<file path="src/rtl/icache.sv">
// Direct-mapped, one-word-per-block instruction cache between the fetch stage and the
// memory controller. Misses are filled over the iREN/iwait handshake.
module icache #(
    parameter int SETS   = 16,
    parameter int WORD_W = 32
) (
    input  logic              CLK,
    input  logic              nRST,
    input  logic              imemREN,
    input  logic [31:0]       imemaddr,
    output logic              ihit,
    output logic [WORD_W-1:0] imemload,
    output logic              iREN,
    output logic [31:0]       iaddr,
    input  logic              iwait,
    input  logic [WORD_W-1:0] iload,
    output logic [31:0]       hit_cnt,
    output logic [31:0]       miss_cnt
);
    localparam int IDX_W = $clog2(SETS);
    localparam int TAG_W = 32 - IDX_W - 2;

    typedef enum logic {IDLE, FILL} state_t;

    state_t state, state_next;

    logic [SETS-1:0]   valid;
    logic [TAG_W-1:0]  tags [SETS];
    logic [WORD_W-1:0] data [SETS];

    // The miss address is kept as a word address; the byte offset is always zero.
    logic [29:0]       miss_word;

    logic [IDX_W-1:0]  idx;
    logic [TAG_W-1:0]  req_tag;
    logic [IDX_W-1:0]  fill_idx;
    logic [TAG_W-1:0]  fill_tag;
    logic              lookup_hit;
    logic              start_fill;
    logic              fill_done;
    logic              unused_byte_offset;

    assign idx                = imemaddr[IDX_W+1:2];
    assign req_tag            = imemaddr[31:IDX_W+2];
    assign fill_idx           = miss_word[IDX_W-1:0];
    assign fill_tag           = miss_word[29:IDX_W];
    assign unused_byte_offset = ^imemaddr[1:0];

    assign lookup_hit = imemREN & valid[idx] & (tags[idx] == req_tag);
    assign imemload   = data[idx];
    assign iaddr      = {miss_word, 2'b00};

    always_comb begin
        state_next = state;
        ihit       = 1'b0;
        iREN       = 1'b0;
        start_fill = 1'b0;
        fill_done  = 1'b0;
        case (state)
            IDLE: begin
                ihit = lookup_hit;
                if (imemREN && !lookup_hit) begin
                    start_fill = 1'b1;
                    state_next = FILL;
                end
            end
            FILL: begin
                iREN = 1'b1;
                if (!iwait) begin
                    fill_done  = 1'b1;
                    state_next = IDLE;
                end
            end
            default: state_next = IDLE;
        endcase
    end

    always_ff @(posedge CLK) begin
        if (!nRST) begin
            state     <= IDLE;
            valid     <= '0;
            miss_word <= '0;
            hit_cnt   <= '0;
            miss_cnt  <= '0;
        end else begin
            state <= state_next;
            if (start_fill) begin
                miss_word <= imemaddr[31:2];
                miss_cnt  <= miss_cnt + 32'd1;
            end
            if (fill_done) begin
                valid[fill_idx] <= 1'b1;
            end
            if (ihit) begin
                hit_cnt <= hit_cnt + 32'd1;
            end
        end
    end

    // Tag/data arrays are not cleared, but a reset still blocks a fill landing that cycle.
    always_ff @(posedge CLK) begin
        if (nRST && fill_done) begin
            tags[fill_idx] <= fill_tag;
            data[fill_idx] <= iload;
        end
    end
endmodule

</file>
<file path="config.mk">
export PLATFORM = sky130hd
export DESIGN_NAME = icache
export DESIGN_NICKNAME = d
export VERILOG_FILES = /design/src/rtl/icache.sv
export SDC_FILE = /design/constraint.sdc
export NUM_CORES = 1
export LEC_CHECK = 0
export ABC_AREA = 1
export CAP_MARGIN = 20
export CORE_ASPECT_RATIO = 1.4
export CORE_UTILIZATION = 45
export DETAILED_ROUTE_END_ITERATION = 12
export HOLD_SLACK_MARGIN = 0.05
export PLACE_DENSITY_LB_ADDON = 0.1
export REMOVE_ABC_BUFFERS = 1
export SLEW_MARGIN = 40
export SYNTH_ARGS = -nofsm -noshare
export SYNTH_HDL_FRONTEND = slang
export SYNTH_SLANG_ARGS = --single-unit
</file>
<file path="constraint.sdc">
create_clock -name CLK -period 6.25 [get_ports CLK]
set_input_delay 1.5625 -clock CLK [delete_from_list [all_inputs] [get_ports CLK]]
set_output_delay 1.5625 -clock CLK [all_outputs]
set_load 0.02 [all_outputs]
</file>
After elaboration in Yosys (flattened, before gate mapping)
Memory sizes are Yosys's and may differ from the RTL's.
Index checks and enable logic that the tools add are counted.
W data, S select, Z words.
- $lt $le $gt $ge: 3
- add/subtract/negate cells: 2
- reductions and logical operators: 4
- mux-type cells: 14
- bitwise gates (word level): 4
- eq/ne operators: 1
- operators by type and width (cell ; count):
    $add A32 B1 Y32 const B ; 2
    $eq A26 B26 Y1 ; 1
    $or A16 B16 Y16 ; 1
    $mux W1 ; 11
    $lt A4 B5 Y1 const B ; 2
    $bmux W1 S4 ; 1
    $demux W1 S4 ; 1
    $ge A4 B1 Y1 const B ; 1
    $logic_and A1 B1 Y1 ; 3
    $and A1 B1 Y1 ; 2
    $pmux W1 S2 ; 1
    $logic_not A1 Y1 ; 1
    $not A1 Y1 ; 1
- logic and storage cells: 35
- bits in writable memories: 928
- memories kept: 2
- input bits: 68
- register bits: 111
- output and inout bits: 130
- memory list (name ; depth ; bits a word ; read ports ; clocked after Yosys merged registers in ; write ports ; line ; RTL):
    data ; 16 ; 32 ; 1 ; 0 ; 1 ; 29 ; logic [WORD_W-1:0] data [SETS];
    tags ; 16 ; 26 ; 1 ; 0 ; 1 ; 28 ; logic [TAG_W-1:0] tags [SETS];

Longest topological paths before layout
Gate-level depths: netlist (run 1).
- depth after elaboration: 8
- depth in mapped cells: 24
- mapped depth without buffers: 19

Least setup slack after synthesis (run 1)
No wires, ideal clock.
- path type: in2reg
- from: in nRST
- to: mem data[12][0] (enable)
- setup slack: 1.007 ns
- library setup time: 0.474 ns
- arrival time: 4.769 ns
- data required time: 5.776 ns
- buffers on the path: 0
- stages on the path: 4
- cells stage by stage: clkinv_1 -> nor3_1 -> nand3_1 -> nor2_1
- cells in the longest elaborated chain, start to end: 3
- ends and longest elaborated chain (element ; line ; RTL):
    from (decl) ; 8 ; input logic nRST,
    $logic_and A1 B1 Y1 ; 102 ; if (nRST && fill_done) begin
    $mux W1 ; 102 ;
    $mux W1 (not written as such) ; 104 ; data[fill_idx] <= iload;
    to (decl) ; 29 ;
Every way passes these cells.

Worst setup path in the final report (run 1)
- from: in imemaddr[2]
- to: out ihit
- cells in the longest elaborated chain, start to end: 5
- elaborated cells on any way between the ends: 7
- classes of those cells: 1 x eq/ne; 3 x mux; 2 x bitwise; 1 x memory
- ends and longest elaborated chain (element ; line ; RTL):
    from (decl) ; 10 ; input logic [31:0] imemaddr,
    parallel branches: the longest is 3 deep, another holds $mem_v2 Z16 W26 ; -- ;
    $and A1 B1 Y1 * ; 49 ; assign lookup_hit = imemREN & valid[idx] & (tags[idx] == req_tag);
    $mux W1 * ; 59 ; case (state)
    to (decl) ; 11 ; output logic ihit,
Every way passes the cells marked *. The select of a mux whose other input is x is not followed.

==> impl_metrics.json, run 1 <==
{
  "status": "finished clean",
  "synthSimpleGateAreaFrac": 0.181,
  "synth_area_leaders": "edfxtp_1 64%, nand2_1 7.8%, dfxtp_1 5.1%, nor2_1 4.9%, nand3_1 4.0%",
  "combPwrFrac": 0.069,
  "p_clk_frac": 0.409,
  "start_util": 0.456,
  "worstPathRequired_ns": 4.69,
  "fin_crit_sh": 0.962,
  "crit_type": "in2out",
  "fin_util": 0.529,
  "dr.first_iter.drc_count": 2230,
  "n_fill_cell": 8358,
  "wirelength_um": 117000,
  "grt-ovfl-total": 0,
  "drive_gt1_frac": 0.0625,
  "clock_latency_ns": 0.70,
  "htree_levels": 3,
  "power_mw": 14.7,
  "avgSynthCellArea_um2": 10.7,
  "gp_congestion": 0.814,
  "vias": 30000,
  "dp_hpwl_um": 63600,
  "synth_edf_count": 928,
  "drv_cap": 0,
  "p_sw_frac": 0.229,
  "cts_buffers": 99,
  "rsz0062_at_grt": "no",
  "dieArea_um2": 98400,
  "root_buffer": "clkbuf_16",
  "setup_violations": 0,
  "min_path_type": "reg2reg",
  "io_pins": 198,
  "dp_cells": 5430,
  "cp-end-kind": "primary output",
  "synth_seq_area_share": 0.689,
  "powerDensity_nw_per_um2": 291,
  "drc": 0,
  "synthMuxAreaShare": 0,
  "min_period_ns": 6.01,
  "multi_input_area_um2": 11300,
  "cellLeakagePower_nw": 18.5,
  "yosysUniqueCellTypes": 33,
  "synthArstFlopShare": 0,
  "synthFlopType": "edfxtp_1",
  "syn_area_um2": 43700,
  "grt_pass1_vias": 29000,
  "die_w_um": 265,
  "synth_top_area_frac": 0.638,
  "fmax_mhz": 166,
  "yosysTopAreaCell": "edfxtp_1",
  "grt.total_usage": 0.238,
  "synth_top_family_by_area": "simple AND/OR/NAND/NOR gates",
  "coreArea_um2": 95700,
  "fin_worst_skew_ns": 0.0271,
  "port_buffers": 193,
  "vias_per_cell": 5.35,
  "start_kind": "input port",
  "antenna_found_initial": 1,
  "cellInternalPower_mw": 11.4,
  "insertedDiodeCount": 0,
  "yosysWarningCount": 0,
  "cts_setup_buffers": 0,
  "drv_slew": 0,
  "wl_per_cell_um": 20.8,
  "hold_slack_ns": 0.455,
  "clk_pin_slew_ns": 0.06,
  "post_cts_resized": 0,
  "antenna_left": 0,
  "clock_sinks": 1039,
  "synthAdderAreaFrac": 0.000573,
  "switchingPower_mw": 3.36,
  "cts_tree": "yes",
  "final_cells": 5614,
  "path_max_fanout": 42,
  "vdd_drop_max_uv": 230,
  "regArea_um2": 30100,
  "synth_compound_area_frac": 0.0727,
  "seqPwrFrac": 0.522,
  "maxSlewHeadroom": 0.444,
  "syn2layout_area_growth_pct": 15.9,
  "tightest_slew_ns": 0.832,
  "rows": 134,
  "cp.arrival_ns": 4.45,
  "grt_max_degree": 129,
  "postCtsHoldBufs": 0,
  "nNetsFinal": 4309,
  "ys_ff_latch": 1039,
  "dr.pass1.iters": 5,
  "grt_pass1_wl_um": 177000,
  "synth_cells": 4093,
  "synth_xor_xnor_area_share": 0.000601,
  "die_h_um": 371,
  "hold_violations": 0,
  "cts_buffer_depth": 3
}
[power groups by stage]
stage               logic [mW]  clock network, mW  registers (mW)
floorplan                0.466                  0            7.84
global placement          1.00                  0            7.84
detailed placement        1.01                  0            7.84
CTS                       1.02               6.13            7.69
global route              1.11               6.39            7.70
finish                    1.01               6.02            7.69
[cell type report]
type	instances	share of cell area
well taps	1292	0.0319
clock buffers	122	0.0512
flip-flops and latches	1039	0.594
repair buffers	284	0.0617
multi-input cells	2459	0.222
inverters	356	0.0268
clock inverters	62	0.0123
[cell usage after synthesis (3+ instances only)]
cell type  number
o21ai_0       297
buf_1          16
o211ai_1       65
clkbuf_1      131
nor4_1          7
o21ai_1        18
buf_4          25
buf_2          57
nand3_1       348
a21oi_1         8
nor2_1        575
nor3_1         22
nand4_1        54
dfxtp_1       111
xor2_1          3
nand2_1       910
o22ai_1        55
buf_6          11
inv_1         352
o221ai_1       83
edfxtp_1      928
[stage by stage]
stage          setup TNS, ns  instance area [um^2]  worst slack [ns]
2_1_floorplan        -125.64                 42600             -2.09
3_3_place_gp               0                 47400             0.268
3_5_place_dp               0                 47400             0.268
4_1_cts                    0                 50700             0.260
5_1_grt                    0                 50700            0.0358
6_report                   0                 50700             0.236
[layout by cell type, fill, tap and decap left out, drive strengths merged]
cell type      count
a21oi              8
and3               1
buf               97
bufinv            11
clkbuf           122
clkdlybuf4s50    187
clkinv            45
clkinvlp           5
conb               2
dfxtp            111
edfxtp           928
ha                 2
inv              357
nand2            910
nand3            349
nand3b             2
nand4             54
nor2             576
nor3              24
nor4               7
o211ai            65
o21ai            315
o221ai            83
o22ai             55
or2                3
xor2               3
[registers in the layout, indices dropped and copies added (netlist names)]
signal / count
data: 512
tags: 416
hit_cnt: 32
miss_cnt: 32
miss_word: 30
valid: 16
state: 1
[logic make-up after synthesis]
| family | Yosys count |
|---|---|
| compound gates | 526 |
| xor+xnor | 3 |
| fa+ha+maj | 2 |
| buf+inv | 596 |
| flops | 1039 |
| other cells | 1 |
| simple gates | 1926 |
[path summary, 6_finish.rpt]
| path | start | to | slack [ns] | depth (start not counted) |
|---|---|---|---|---|
| max reg2reg | state | tags[15][6] | 2.56 | 5 |
| min | valid[8] | valid[8] | 0.45 | 2 |
| min reg2reg | valid[8] | valid[8] | 0.45 | 2 |
| max | imemaddr[2] | ihit | 0.24 | 18 |
[worst max-delay path: stages]
cell and delay (ns):
buf_8 0.14, inv_8 0.26, buf_12 0.26, nand2_1 0.08, nand2_1 0.06, nand2_1 0.04, nand3_1 0.11, nand3_1 0.12
nand2_1 0.10, nand2_1 0.05, nand2_1 0.13, nand2_1 0.14, nor2_1 0.12, nand3_1 0.13, nor2_4 0.21, nand2_1 0.11
inv_1 0.12, clkdlybuf4s50_1 0.62
[metal layers]
layer  global-route usage  vias up  part of all wire
met3               0.0317      170             0.052
met1                0.309    14700              0.42
met4               0.0710        2             0.022
met2                0.416      773              0.50
li1                     -    14400                 -
met5                    0        -          0.000085
No activity file was read; power rests on OpenSTA's default activity.
==> run 2: changes to the inputs <==
- clock period: 6.25 -> 7.5 ns (I/O delays scaled with it)
==> run 2 against run 1 <==
Against the previous run: register-to-register slack gained 1.0 ns; routed wire length down 1.4%; flip-flop and latch count unchanged; utilization fell by 0.38 points; clock skew is 0.0089 ns lower; combinational power down 19%; non-clock buffer count shrank 19; first-iteration DRC count fell by 0.58%; sequential share of layout area is 0.43 points higher.
==> impl_metrics.json, run 2 (synthesis gave the netlist of run 1 again) <==
{
  "status": "finished clean",
  "fin_worst_skew_ns": 0.0182,
  "cts_setup_buffers": 0,
  "maxSlewHeadroom": 0.461,
  "grt-ovfl-total": 0,
  "drv_slew": 0,
  "dp_slack_ns": 0.686,
  "combPwrFrac": 0.068,
  "htree_levels": 3,
  "r2r_setup_slack_ns": 3.60,
  "path_max_fanout": 66,
  "clock_latency_ns": 0.69,
  "insertedDiodeCount": 0,
  "dr.pass1.iters": 5,
  "antenna_left": 0,
  "dp_cells": 5411,
  "post_dp_cell_area_um2": 47100,
  "grt.total_usage": 0.236,
  "root_buffer": "clkbuf_16",
  "coreArea_um2": 95700,
  "seqPwrFrac": 0.527,
  "cellInternalPower_mw": 9.40,
  "setup_ws_ns": 0.704,
  "syn2layout_area_growth_pct": 15.1,
  "fin_util": 0.525,
  "grt_pass1_wl_um": 175000,
  "vdd_drop_max_uv": 165,
  "fin_crit_sh": 0.906,
  "vias": 29900,
  "worstPathRequired_ns": 5.62,
  "regMostFlops": "data",
  "tightest_slew_ns": 0.808,
  "largest_reg_flops": 512,
  "wl_per_cell_um": 20.6,
  "dr.first_iter.drc_count": 2217,
  "min_period_ns": 6.80,
  "crit_type": "in2out",
  "nNetsFinal": 4290,
  "dieArea_um2": 98400,
  "drc": 0,
  "reg_top3": "data (512), tags (416)",
  "rows": 134,
  "min_path_type": "reg2reg",
  "switchingPower_mw": 2.77,
  "mostFrequentLayoutCells": "928 x edfxtp_1, 909 x nand2_1, 559 x nor2_1",
  "grt_pass1_vias": 29000,
  "start_kind": "input port",
  "powerDensity_nw_per_um2": 242,
  "clock_sinks": 1039,
  "cts_tree": "yes",
  "fmax_mhz": 147,
  "cts_buffers": 99,
  "tns_ns": 0,
  "setup_violations": 0,
  "drv_cap": 0,
  "die_w_um": 265,
  "cp.arrival_ns": 4.92,
  "final_cells": 5595,
  "start_util": 0.456,
  "vias_per_cell": 5.34,
  "n_fill_cell": 8433,
  "postCtsHoldBufs": 0,
  "post_cts_resized": 0,
  "clk_pin_slew_ns": 0.06,
  "io_pins": 198,
  "die_h_um": 371,
  "p_clk_frac": 0.406,
  "cp-end-kind": "primary output",
  "p_sw_frac": 0.228,
  "cts_buffer_depth": 3,
  "antenna_found_initial": 3,
  "drive_gt1_frac": 0.0569,
  "port_buffers": 193,
  "dp_hpwl_um": 61600,
  "power_mw": 12.2,
  "cellLeakagePower_nw": 18.3,
  "mostFrequentLayoutCell": "edfxtp_1",
  "hold_violations": 0,
  "hold_slack_ns": 0.460,
  "rsz0062_at_grt": "no",
  "wirelength_um": 115000,
  "grt_max_degree": 129,
  "gp_congestion": 0.820,
  "final_area_um2": 50300
}
## run 2: cell count changes in the layout (fill, tap and decap cells not counted), moves of 2 or more
| cell | before | now |
|---|---|---|
| clkinv_4 | 2 | 0 |
| clkinv_2 | 21 | 18 |
| clkinv_1 | 19 | 22 |
| clkinvlp_4 | 4 | 2 |
| buf_4 | 51 | 46 |
| clkbuf_16 | 100 | 102 |
| buf_12 | 37 | 25 |
| clkbuf_1 | 21 | 24 |
| bufinv_16 | 11 | 8 |
## run 2: final cells by class
| type | instances | area (um^2) | area share |
|---|---|---|---|
| inverters | 356 | 1360 | 0.0271 |
| repair buffers | 265 | 2810 | 0.0559 |
| flip-flops and latches | 1039 | 30100 | 0.598 |
| well taps | 1292 | 1620 | 0.0321 |
| multi-input cells | 2459 | 11300 | 0.224 |
| clock buffers | 128 | 2670 | 0.0531 |
| clock inverters | 56 | 500 | 0.00995 |
## run 2: final timing paths
| path | to | from | cells past startpoint |
|---|---|---|---|
| setup / recovery | ihit | imemaddr[2] | 18 |
| hold / removal | valid[6] | valid[6] | 2 |
| setup reg to reg | data[3][6] | state | 5 |
| hold reg to reg | valid[6] | valid[6] | 2 |
## run 2: power groups by stage
stage	Clock [mW]	Combinational, mW	Sequential [mW]
2_1_floorplan	0	0.388	6.53
3_3_place_gp	0	0.818	6.53
3_5_place_dp	0	0.829	6.54
4_1_cts	5.04	0.832	6.41
5_1_grt	5.26	0.909	6.42
6_report	4.94	0.822	6.41
## run 2: worst max-delay path, cell delays in order
cell,delay [ns]
buf_8,0.14
inv_8,0.36
buf_4,0.34
nand2_1,0.07
nand2_1,0.06
nand2_1,0.04
nand3_1,0.11
nand3_1,0.16
nand3_1,0.17
inv_1,0.05
nor2_1,0.08
nand2_1,0.07
nor2_1,0.11
nand3_1,0.12
nor2_4,0.21
nand2_1,0.19
inv_1,0.11
clkdlybuf4s50_1,0.60
## run 2: layer usage
metal	vias to the layer above	GRT usage	share of wire
li1	14300	-	-
met1	14600	0.303	0.43
met3	164	0.0364	0.055
met2	807	0.407	0.49
met4	6	0.0771	0.023
met5	-	0	0.00039
==> run 3: changes to the inputs <==
- TNS_END_PERCENT: default -> 30
==> results of run 3 <==
The final DEF is identical to that of run 2; final timing and power are the same.
